File: src/rtl/seq_detect_pkg.sv
// Shared types and defaults for the serial pattern detector.
package seq_detect_pkg;

    typedef enum logic [1:0] {
        StIdle,
        StAcq,
        StArmed,
        StHit
    } state_e;

    localparam int unsigned DefPatLen   = 3;
    localparam logic [2:0]  DefPatReset = 3'b101;

    // Fill counter must represent 0..len inclusive.
    function automatic int unsigned fill_width(input int unsigned len);
        return $clog2(len + 1);
    endfunction

endpackage

File: src/rtl/seq_detect_n_if.sv
// Sample/pattern/match bundle for seq_detect_n; match_count exists only with SEQ_DETECT_CNT_EN.
interface seq_detect_n_if
    import seq_detect_pkg::*;
#(
    parameter int unsigned PAT_LEN = DefPatLen,
    parameter int unsigned CNT_W   = 8
);
    logic               dInew;
    logic               dSnew;
    logic               overlap;
    logic               pat_load;
    logic [PAT_LEN-1:0] pat_in;
    logic               Zout;
`ifdef SEQ_DETECT_CNT_EN
    logic [CNT_W-1:0]   match_count;
`endif

    modport master (
        output dInew,
        output dSnew,
        output overlap,
        output pat_load,
        output pat_in,
`ifdef SEQ_DETECT_CNT_EN
        input  match_count,
`endif
        input  Zout
    );

    modport slave (
        input  dInew,
        input  dSnew,
        input  overlap,
        input  pat_load,
        input  pat_in,
`ifdef SEQ_DETECT_CNT_EN
        output match_count,
`endif
        output Zout
    );

endinterface

File: src/rtl/seq_shift_cmp.sv
// History shift register, fill counter and pattern register with the match compare.
module seq_shift_cmp
    import seq_detect_pkg::*;
#(
    parameter int unsigned        PAT_LEN   = DefPatLen,
    parameter logic [PAT_LEN-1:0] PAT_RESET = PAT_LEN'(DefPatReset),
    parameter bit                 GAP_ABORT = 1'b1,
    localparam int unsigned       FillW     = fill_width(PAT_LEN)
) (
    input  logic               clk_i,
    input  logic               clear_i,
    input  logic               sample_i,
    input  logic               din_i,
    input  logic               overlap_i,
    input  logic               load_i,
    input  logic [PAT_LEN-1:0] pat_i,
    output logic               match_o,
    output logic [FillW-1:0]   fill_next_o
);

    localparam logic [FillW-1:0] FillFull = FillW'(PAT_LEN);

    logic [PAT_LEN-1:0] pat_q, pat_d;
    logic [PAT_LEN-1:0] hist_q, hist_d, hist_shift;
    logic [FillW-1:0]   fill_q, fill_d, fill_inc;

    always_comb begin
        pat_d      = pat_q;
        hist_d     = hist_q;
        fill_d     = fill_q;
        match_o    = 1'b0;
        hist_shift = {hist_q[PAT_LEN-2:0], din_i};
        fill_inc   = (fill_q == FillFull) ? fill_q : fill_q + FillW'(1);
        // A load discards any sample presented on the same edge.
        if (load_i) begin
            pat_d  = pat_i;
            fill_d = '0;
        end else if (sample_i) begin
            hist_d  = hist_shift;
            match_o = (fill_inc == FillFull) && (hist_shift == pat_q);
            fill_d  = (match_o && !overlap_i) ? '0 : fill_inc;
        end else if (GAP_ABORT) begin
            fill_d = '0;
        end
    end

    always_ff @(posedge clk_i) begin
        if (clear_i) begin
            pat_q  <= PAT_RESET;
            hist_q <= '0;
            fill_q <= '0;
        end else begin
            pat_q  <= pat_d;
            hist_q <= hist_d;
            fill_q <= fill_d;
        end
    end

    assign fill_next_o = fill_d;

endmodule

File: src/rtl/seq_detect_n.sv
// Programmable serial pattern detector with Moore match pulse.
// Define SEQ_DETECT_CNT_EN to add the saturating match_count output.
module seq_detect_n
    import seq_detect_pkg::*;
#(
    parameter int unsigned        PAT_LEN   = DefPatLen,
    parameter logic [PAT_LEN-1:0] PAT_RESET = PAT_LEN'(DefPatReset),
    parameter bit                 GAP_ABORT = 1'b1,
    parameter int unsigned        CNT_W     = 8
) (
    input logic            clk1,
    input logic            clear,
    seq_detect_n_if.slave  bus_io
);

    localparam int unsigned      FillW    = fill_width(PAT_LEN);
    localparam logic [FillW-1:0] FillFull = FillW'(PAT_LEN);

    if (PAT_LEN < 2 || PAT_LEN > 16 || CNT_W < 1) begin : gen_bad_param
        $error("seq_detect_n: PAT_LEN must be 2..16 and CNT_W at least 1");
    end

    state_e           state_q, state_d;
    logic             match;
    logic [FillW-1:0] fill_next;

    seq_shift_cmp #(
        .PAT_LEN  (PAT_LEN),
        .PAT_RESET(PAT_RESET),
        .GAP_ABORT(GAP_ABORT)
    ) u_shift_cmp (
        .clk_i      (clk1),
        .clear_i    (clear),
        .sample_i   (bus_io.dSnew),
        .din_i      (bus_io.dInew),
        .overlap_i  (bus_io.overlap),
        .load_i     (bus_io.pat_load),
        .pat_i      (bus_io.pat_in),
        .match_o    (match),
        .fill_next_o(fill_next)
    );

    // State follows the post-edge fill level; a match overrides it.
    always_comb begin
        state_d = StAcq;
        if (match) begin
            state_d = StHit;
        end else if (fill_next == '0) begin
            state_d = StIdle;
        end else if (fill_next == FillFull) begin
            state_d = StArmed;
        end
    end

    always_ff @(posedge clk1) begin
        if (clear) begin
            state_q <= StIdle;
        end else begin
            state_q <= state_d;
        end
    end

    assign bus_io.Zout = (state_q == StHit);

`ifdef SEQ_DETECT_CNT_EN
    logic [CNT_W-1:0] cnt_q;

    always_ff @(posedge clk1) begin
        if (clear) begin
            cnt_q <= '0;
        end else if (state_d == StHit && cnt_q != '1) begin
            cnt_q <= cnt_q + CNT_W'(1);
        end
    end

    assign bus_io.match_count = cnt_q;
`endif

endmodule
File: src/flat_wrapper.sv
// flat-port wrapper written by rule: the top's interface ports become plain ports
module seq_detect_n_flat import seq_detect_pkg::*;
#(
    parameter int unsigned        PAT_LEN   = DefPatLen,
    parameter logic [PAT_LEN-1:0] PAT_RESET = PAT_LEN'(DefPatReset),
    parameter bit                 GAP_ABORT = 1'b1,
    parameter int unsigned        CNT_W     = 8
)
  (clk1, clear, bus_io_dInew, bus_io_dSnew, bus_io_overlap, bus_io_pat_load, bus_io_pat_in, bus_io_Zout);
  seq_detect_n_if #(.PAT_LEN(PAT_LEN), .CNT_W(CNT_W)) bus_io_i ();
  input logic clk1;
  input logic clear;
  input wire logic [$bits(bus_io_i.dInew)-1:0] bus_io_dInew;
  input wire logic [$bits(bus_io_i.dSnew)-1:0] bus_io_dSnew;
  input wire logic [$bits(bus_io_i.overlap)-1:0] bus_io_overlap;
  input wire logic [$bits(bus_io_i.pat_load)-1:0] bus_io_pat_load;
  input wire logic [$bits(bus_io_i.pat_in)-1:0] bus_io_pat_in;
  output wire logic [$bits(bus_io_i.Zout)-1:0] bus_io_Zout;
  assign bus_io_i.dInew = bus_io_dInew;
  assign bus_io_i.dSnew = bus_io_dSnew;
  assign bus_io_i.overlap = bus_io_overlap;
  assign bus_io_i.pat_load = bus_io_pat_load;
  assign bus_io_i.pat_in = bus_io_pat_in;
  assign bus_io_Zout = bus_io_i.Zout;
  seq_detect_n #(.PAT_LEN(PAT_LEN), .PAT_RESET(PAT_RESET), .GAP_ABORT(GAP_ABORT), .CNT_W(CNT_W)) u_core (.clk1(clk1), .clear(clear), .bus_io(bus_io_i));
endmodule
File: config.mk
export PLATFORM = sky130hd
export DESIGN_NAME = seq_detect_n_flat
export DESIGN_NICKNAME = d
export VERILOG_FILES = /design/src/rtl/seq_detect_pkg.sv /design/src/rtl/seq_detect_n_if.sv /design/src/rtl/seq_shift_cmp.sv /design/src/rtl/seq_detect_n.sv /design/src/flat_wrapper.sv
export SDC_FILE = /design/constraint.sdc
export NUM_CORES = 1
export LEC_CHECK = 0
export ABC_CLOCK_PERIOD_IN_PS = 1600
export CORE_AREA = 2 2 39 41
export DETAILED_ROUTE_END_ITERATION = 8
export DIE_AREA = 0 0 41 43
export GPL_TIMING_DRIVEN = 0
export PLACE_DENSITY_LB_ADDON = 0.05
export SLEW_MARGIN = 25
export SYNTH_ARGS = -nofsm -noshare
export SYNTH_HDL_FRONTEND = slang
export SYNTH_SLANG_ARGS = --single-unit
File: constraint.sdc
create_clock -name clk1 -period 1.6 [get_ports clk1]
set_input_delay 0.16 -clock clk1 [delete_from_list [all_inputs] [get_ports clk1]]
set_output_delay 0.16 -clock clk1 [all_outputs]
set_load 0.005 [all_outputs]
Yosys cells after proc, flatten, opt, wreduce, memory -nomap -nowiden:

Index checks and enable logic that the tools add are counted.
W data, S select, Z words.

* bits in registers: 9
* bits in latches: 0
* bits in writable memories: 0
* ROM bits: 0
* word-level logic and storage cells: 25
* memories: 0

* add/subtract/negate cells: 1
* multipliers: 0
* div/mod/pow operators: 0
* $lt $le $gt $ge: 0
* equal/unequal tests: 5
* shift operators: 0
* muxes and demuxes: 9
* bitwise logic cells: 1
* reduce and logical (&&, ||, !) cells: 5

Operators by type and width (count)
* $mux W2: 7
* $eq A2 B2 Y1 const B: 4
* $eq A3 B3 Y1: 1
* $add A2 B1 Y2 const B: 1
* $logic_and A1 B1 Y1: 2
* $logic_not A2 Y1: 1
* $mux W1: 2
* $reduce_and A2 Y1: 1
* $logic_not A1 Y1: 1
* $not A1 Y1: 1

Logic depth before layout (Yosys ltp):

Gate-level depths: netlist of the first run.

* word-level depth: 12
* mapped depth: 6
* mapped depth without buffers: 6

Cells and area by module:

Synthesis of the first run repeated with hierarchy kept, for this count alone.

* cell total of the unflattened synthesis: 38
* area total of the unflattened synthesis: 406.6 µm²

Modules (own cells, without submodules)
* seq_shift_cmp: times used 1, cells each 32, area each 327.8 µm², seq. area each 140.1 µm²
* seq_detect_n: times used 1, cells each 6, area each 78.8 µm², seq. area each 40.0 µm²

Worst setup path after synthesis of the first run:

No wires, ideal clock.

* path type: flip-flop to flip-flop
* from: reg u_core.u_shift_cmp.hist_q[0]
* to: reg u_core.state_q[0]
* arrival: 1.280 ns
* required time: 1.472 ns
* path slack: 0.193 ns
* stages on the path, launching flop included: 7
* clock period less this slack: 1.407 ns
* path through: dfxtp_1 > xor2_1 > nor4_4 > nor2_1 > ha_1 > inv_1 > o22ai_1

* cells in the longest elaborated chain, start to end: 10
* elaborated cells between the ends (all ways): 13
* those cells by class: eq/ne: 2; mux: 8; reduce/logical: 3

RTL lines
* from (decl): line seq_shift_cmp.sv:24 `logic [PAT_LEN-1:0] hist_q, hist_d, hist_shift;`
* from (signal assigned): line seq_shift_cmp.sv:54 `hist_q <= hist_d;`
* $eq A3 B3 Y1 (*): line seq_shift_cmp.sv:40 `match_o = (fill_inc == FillFull) && (hist_shift == pat_q);`
* $logic_and A1 B1 Y1 (*): line seq_shift_cmp.sv:40
* $logic_and A1 B1 Y1 (*): line seq_shift_cmp.sv:41 `fill_d = (match_o && !overlap_i) ? '0 : fill_inc;`
* $mux W2 (*): line seq_shift_cmp.sv:41
* $mux W2 (*): line seq_shift_cmp.sv:38 `end else if (sample_i) begin`
* $mux W2 (*): line seq_shift_cmp.sv:35 `if (load_i) begin`
* net u_core.fill_next[0]: line seq_detect_n.sv:25 `logic [FillW-1:0] fill_next;`
* $eq A2 B2 Y1: line seq_detect_n.sv:50 `end else if (fill_next == FillFull) begin`
* $mux W2: line seq_detect_n.sv:50
* $mux W2 (*): line seq_detect_n.sv:48 `end else if (fill_next == '0) begin`
* $mux W2 (*): line seq_detect_n.sv:46 `if (match) begin`
* to (signal assigned): line seq_detect_n.sv:57 `state_q <= StIdle;`
* to (signal assigned): line seq_detect_n.sv:59 `state_q <= state_d;`
* to (decl): line seq_detect_n.sv:23 `state_e state_q, state_d;`

The timed path passes the listed nets; every way through them passes the cells marked *.
A chain may end at the register's enable or synchronous reset.

Final worst setup path of the first run:

* from: in bus_io_dInew
* to: reg u_core.state_q[0]

* cells in the longest elaborated chain, start to end: 10
* elaborated cells between the ends (all ways): 13
* those cells by class: eq/ne: 2; mux: 8; reduce/logical: 3

RTL lines
* from (decl): line flat_wrapper.sv:13 `input wire logic [$bits(bus_io_i.dInew)-1:0] bus_io_dInew;`
* $eq A3 B3 Y1 (*): line seq_shift_cmp.sv:40
* $logic_and A1 B1 Y1 (*): line seq_shift_cmp.sv:40
* $logic_and A1 B1 Y1 (*): line seq_shift_cmp.sv:41
* $mux W2 (*): line seq_shift_cmp.sv:41
* $mux W2 (*): line seq_shift_cmp.sv:38
* $mux W2 (*): line seq_shift_cmp.sv:35
* net u_core.fill_next[0]: line seq_detect_n.sv:25
* $eq A2 B2 Y1: line seq_detect_n.sv:50
* $mux W2: line seq_detect_n.sv:50
* $mux W2 (*): line seq_detect_n.sv:48
* $mux W2 (*): line seq_detect_n.sv:46

Marks and branches as above.

==> results of run 1 <==
[cell usage after synthesis]
cell	n
nor4_4	1
nor3_1	2
nor2b_1	2
inv_1	3
nand2b_1	1
nand4bb_1	1
clkbuf_1	1
nor2b_4	1
and2_1	1
a211o_1	2
nor2_1	5
mux2i_1	3
o21ai_0	2
or2_1	1
ha_1	1
dfxtp_1	9
xor2_1	3
o22ai_1	2
[per-layer routing]
layer	track usage (%)	vias up	part of all wire (%)
li1	-	162	-
met1	11.7	140	42
met2	15.6	7	50
met3	3.14	2	5.8
met4	14.0	0	2.2
met5	0	-	0
[logic make-up (layout without fill, tap and decap cells)]
| kind of cell | Yosys count | in the layout | share of synthesized area, % |
|---|---|---|---|
| AND/OR/NAND/NOR | 15 | 15 | 25.9 |
| AO/OA/AOI/OAI | 6 | 6 | 9.76 |
| multiplexers | 3 | 3 | 7.32 |
| XOR/XNOR | 3 | 3 | 6.40 |
| adder cells (fa/ha/maj) | 1 | 1 | 3.05 |
| buffers and inverters | 4 | 16 | 3.66 |
| flip-flops | 9 | 9 | 43.9 |
[sequential cells by signal, summed over array words and instances, names as in the netlist]
name,flops
u_core.u_shift_cmp.hist_q,2
u_core.u_shift_cmp.pat_q,3
u_core.u_shift_cmp.fill_q,2
u_core.state_q,2
[final timing paths]
kind | cells after the start | slack [ns] | start | end
setup reg to reg | 6 | 0.13 | u_core.u_shift_cmp.fill_q[1]$_SDFF_PP0_ | u_core.state_q[0]$_SDFF_PP0_
hold / removal | 2 | 0.26 | clear | u_core.u_shift_cmp.hist_q[1]$_SDFFE_PP0P_
hold reg to reg | 2 | 0.53 | u_core.u_shift_cmp.hist_q[1]$_SDFFE_PP0P_ | u_core.u_shift_cmp.hist_q[1]$_SDFFE_PP0P_
setup / recovery | 7 | 0.08 | bus_io_dInew | u_core.state_q[0]$_SDFF_PP0_
[per-stage QoR]
stage	hold slack, ns	TNS (ns)
final	0.262	0
after global routing	0.283	0
after CTS	0.264	0
after detailed placement	0.520	-0.275
after global placement	0.508	-0.228
after floorplan	0.278	0
[power groups by stage]
stage               logic (µW)  clock network (µW)  registers [µW]
floorplan                 37.1                   0             243
finish                    61.9                 177             239
global route              67.4                 200             240
CTS                       62.7                 186             239
global placement          61.5                   0             244
detailed placement        62.3                   0             244
[cell type report]
| class | count | area share, % |
|---|---|---|
| multi-input cells | 28 | 40.1 |
| well taps | 16 | 3.73 |
| inverters | 3 | 2.10 |
| clock buffers | 4 | 4.90 |
| repair buffers | 8 | 14.9 |
| plain buffers | 1 | 0.699 |
| flip-flops and latches | 9 | 33.6 |
[worst max-delay path, stage by stage]
cell and delay (ns):
clkdlybuf4s50_1 0.45, xor2_1 0.21, nor4_4 0.34, nor2_1 0.09, ha_1 0.29, inv_1 0.05, o22ai_1 0.07
==> run_results.csv, run 1 <==
group,metric,value,unit
run_status,status,"finished clean",
timing,rsz0062_at_grt,"false",
timing,period_needed,1.52,ns
timing,hold_viol,0,
synth,yosysSeqAreaShare,43.9,%
power,p_int,365,µW
placement,port_buffers,8,
grt,grt_pass1_vias,292,
clocking,cts_setup_buffers,0,
power,p_sw,113,µW
route,ant_nets,0,
synth,synth_nets,51,
timing,worst_slack,0.0770,ns
die,die-area,1760,µm²
timing,fin_skew,0.00149,ns
final_layout,layoutNonFillerInstCount,69,
power,sequentialPowerShare,50.1,%
placement,placedCellCount,65,
power,combPwrFrac,13.0,%
route,wire_per_inst,10.8,µm
power,finalPower,477,µW
final_layout,layout_commonest_cell,"dfxtp_1",
timing,slew_headroom,73.8,%
clocking,cts_tree,"yes",
placement,place_area,510,µm²
critical_path,crit_fanout,4,
timing,setup_viol,0,
final_layout,multiInputGateArea,215,µm²
critical_path,crit_arrival,1.66,ns
placement,dp_hpwl,568,µm
power,netSwitchingFraction,23.6,%
final_layout,final_cell_area,537,µm²
clocking,clk_pin_slew_worst_paths,0.06,ns
grt,track_usage,11.4,%
route,drt-total-wl,743,µm
clocking,clock-root-buffer,"clkbuf_4",
critical_path,worst_setup_path_end_kind,"flip-flop",
worst_hold_path,hold_class,"input port to flip-flop",
die,core,1380,µm²
clocking,cts_resized,0,
final_layout,diodes,0,
clocking,ctsLongestPathBuffers,2,
clocking,clock_sinks,9,
route,avgViaCountPerCell,4.51,
power,p_leak,0.000211,µW
power,power.density,889,nW/µm²
grt,antenna_found_initial,0,
final_layout,final_cell_mix,"dfxtp_1, clkdlybuf4s50_1, nor2_1",
critical_path,startpoint_type,"input port",
die,die_y,43,µm
synth,netlist_top_cells_area,"dfxtp_1, mux2i_1, xor2_1",
placement,dp_worst_setup_slack,-0.186,ns
clocking,cts_buffers,3,
clocking,htreeDepth,1,
run,maxCapViolCount,0,
timing,max_freq,0.657,GHz
synth,ys_ff_latch,9,
die,rows,14,
die,ioPinCount,10,
final_layout,syn_to_final_growth,30.8,%
synth,netlist-cell-type-count,18,
power,vdd_drop_max,0.466,mV
power,pwr-share-clk,37.0,%
die,initial_core_util,29.7,%
grt,grt_max_degree,11,
final_layout,fill_cells,148,
route,dr.pass1.iters,1,
final_layout,drive_gt1_share,9.43,%
critical_path,critPathKind,"input port to flip-flop",
final_layout,seqCellArea,180,µm²
synth,netlist_instances,41,
placement,place.gp.congestion,0.602,
route,drc_errors,0,
final_layout,final_nets,64,
grt,grt_pass1_wl,1210,µm
clocking,postCtsHoldBufs,0,
synth,yosysTopAreaCellShare,43.9,%
critical_path,crit_required,1.74,ns
synth,syn-cell-area,410,µm²
timing,slew_viol_final,0,
synth,synth_area_leader_cell,"dfxtp_1",
timing,worst_pin_slew,0.393,ns
synth,synth_area_per_cell,10.0,µm²
synth,ys_warn_count,0,
grt,globalRouteOverflowTotal,0,
route,dr.first_iter.drc_count,0,
final_layout,final_util,38.8,%
route,dr_total_vias,311,
timing,finalCritPeriodShare,95.2,%
die,die_width,41,µm
clocking,worst_skew_pair.late_latency,0.26,ns
(Power assumes the default switching activity.)
==> run 2: changes to the inputs <==
Settings changed: GPL_TIMING_DRIVEN 0 to 1.
==> run_results.csv, run 2 (synthesis results as in run 1) <==
group,metric,value,unit
run_status,status,"finished clean",
critical_path,worst_setup_path_end_kind,"flip-flop",
timing,hold_viol,0,
die,initial_core_util,29.7,%
clocking,cts_tree,"yes",
grt,grt_max_degree,11,
final_layout,multiInputGateArea,215,µm²
die,die_y,43,µm
final_layout,seqCellArea,180,µm²
timing,worst_slack,0.144,ns
critical_path,crit_required,1.73,ns
grt,grt_pass1_wl,1310,µm
clocking,clk_pin_slew_worst_paths,0.06,ns
timing,max_freq,0.687,GHz
route,drc_errors,0,
timing,setup_viol,0,
power,p_leak,0.000229,µW
power,vdd_drop_max,0.347,mV
placement,place.gp.congestion,0.649,
route,dr.pass1.iters,4,
run,maxCapViolCount,0,
final_layout,final_cell_mix,"clkdlybuf4s50_1, dfxtp_1, nor2_1",
route,wire_per_inst,10.9,µm
final_layout,diodes,0,
clocking,worst_skew_pair.late_latency,0.25,ns
route,drt-total-wl,785,µm
critical_path,startpoint_type,"flip-flop",
final_layout,drive_gt1_share,14.3,%
die,rows,14,
clocking,htreeDepth,1,
final_layout,fill_cells,148,
critical_path,critPathKind,"flip-flop to flip-flop",
critical_path,crit_arrival,1.59,ns
grt,track_usage,11.4,%
die,die_width,41,µm
final_layout,final_util,40.9,%
route,avgViaCountPerCell,4.51,
route,dr_total_vias,325,
grt,grt_pass1_vias,343,
clocking,cts_setup_buffers,0,
route,dr.first_iter.drc_count,6,
grt,globalRouteOverflowTotal,0,
clocking,ctsLongestPathBuffers,2,
timing,slew_viol_final,0,
critical_path,crit_fanout,3,
route,ant_nets,0,
final_layout,final_nets,67,
grt,antenna_found_initial,0,
timing,fin_skew,0.00321,ns
timing,rsz0062_at_grt,"false",
timing,slew_headroom,76.7,%
worst_hold_path,hold_class,"flip-flop to flip-flop",
timing,worst_pin_slew,0.349,ns
clocking,postCtsHoldBufs,0,
final_layout,largest_register_ffs,3,
placement,port_buffers,9,
die,ioPinCount,10,
die,core,1380,µm²
timing,finalCritPeriodShare,91.0,%
critical_path,r2r_setup_slack,0.14,ns
power,finalPower,480,µW
clocking,cts_resized,0,
clocking,clock-root-buffer,"clkbuf_4",
die,die-area,1760,µm²
timing,period_needed,1.46,ns
clocking,clock_sinks,9,
placement,dp_hpwl,647,µm
power,power.density,848,nW/µm²
clocking,cts_buffers,3,
final_layout,largest-register,"u_core.u_shift_cmp.pat_q",
placement,dp_worst_setup_slack,-0.163,ns
final_layout,syn_to_final_growth,37.8,%
==> run 2: path summary, 6_finish.rpt <==
kind	startpoint	to	depth (start not counted)
setup / recovery	u_core.u_shift_cmp.hist_q[0]$_SDFFE_PP0P_	u_core.state_q[0]$_SDFF_PP0_	6
hold / removal	u_core.u_shift_cmp.pat_q[1]$_SDFFE_PP0P_	u_core.u_shift_cmp.pat_q[1]$_SDFFE_PP0P_	2
setup reg to reg	u_core.u_shift_cmp.hist_q[0]$_SDFFE_PP0P_	u_core.state_q[0]$_SDFF_PP0_	6
hold reg to reg	u_core.u_shift_cmp.pat_q[1]$_SDFFE_PP0P_	u_core.u_shift_cmp.pat_q[1]$_SDFFE_PP0P_	2
==> run 2: routing by layer <==
layer / track usage, % / wire length [µm] / vias to the layer above
met5: 0 / 0 / -
met4: 6.00 / 0 / 0
met3: 3.14 / 37 / 0
met2: 19.1 / 409 / 7
met1: 12.0 / 338 / 146
li1: - / - / 172
==> run 2: cell type report <==
cell class	instances	share of cell area, %
Inverter	3	1.99
Sequential cell	9	31.9
Timing Repair Buffer	12	19.9
Multi-Input combinational cell	28	38.1
Tap cell	16	3.54
Clock buffer	4	4.65
==> run 2: worst max-delay path: stages, from the launching register on <==
cell and delay, ns:
dfxtp_1 0.33, xor2_1 0.19, nor4_4 0.33, nor2_1 0.08, ha_1 0.29, inv_1 0.05, o22ai_1 0.07
==> run 2: metrics by stage <==
| step | setup TNS [ns] | hold WS, ns | cell area (µm²) | cells |
|---|---|---|---|---|
| after floorplan | 0 | 0.278 | 410 | 41 |
| after global placement | -0.153 | 0.506 | 539 | 68 |
| after detailed placement | -0.232 | 0.513 | 539 | 68 |
| after CTS | 0 | 0.511 | 566 | 72 |
| after global routing | 0 | 0.506 | 566 | 72 |
| final | 0 | 0.517 | 566 | 72 |
==> run 2: where the power goes <==
part | internal, µW | switching (µW) | total, µW
Clock | 96.0 | 76.7 | 173
Sequential | 234 | 5.72 | 239
Combinational | 39.2 | 28.5 | 67.7
Total | 369 | 111 | 480
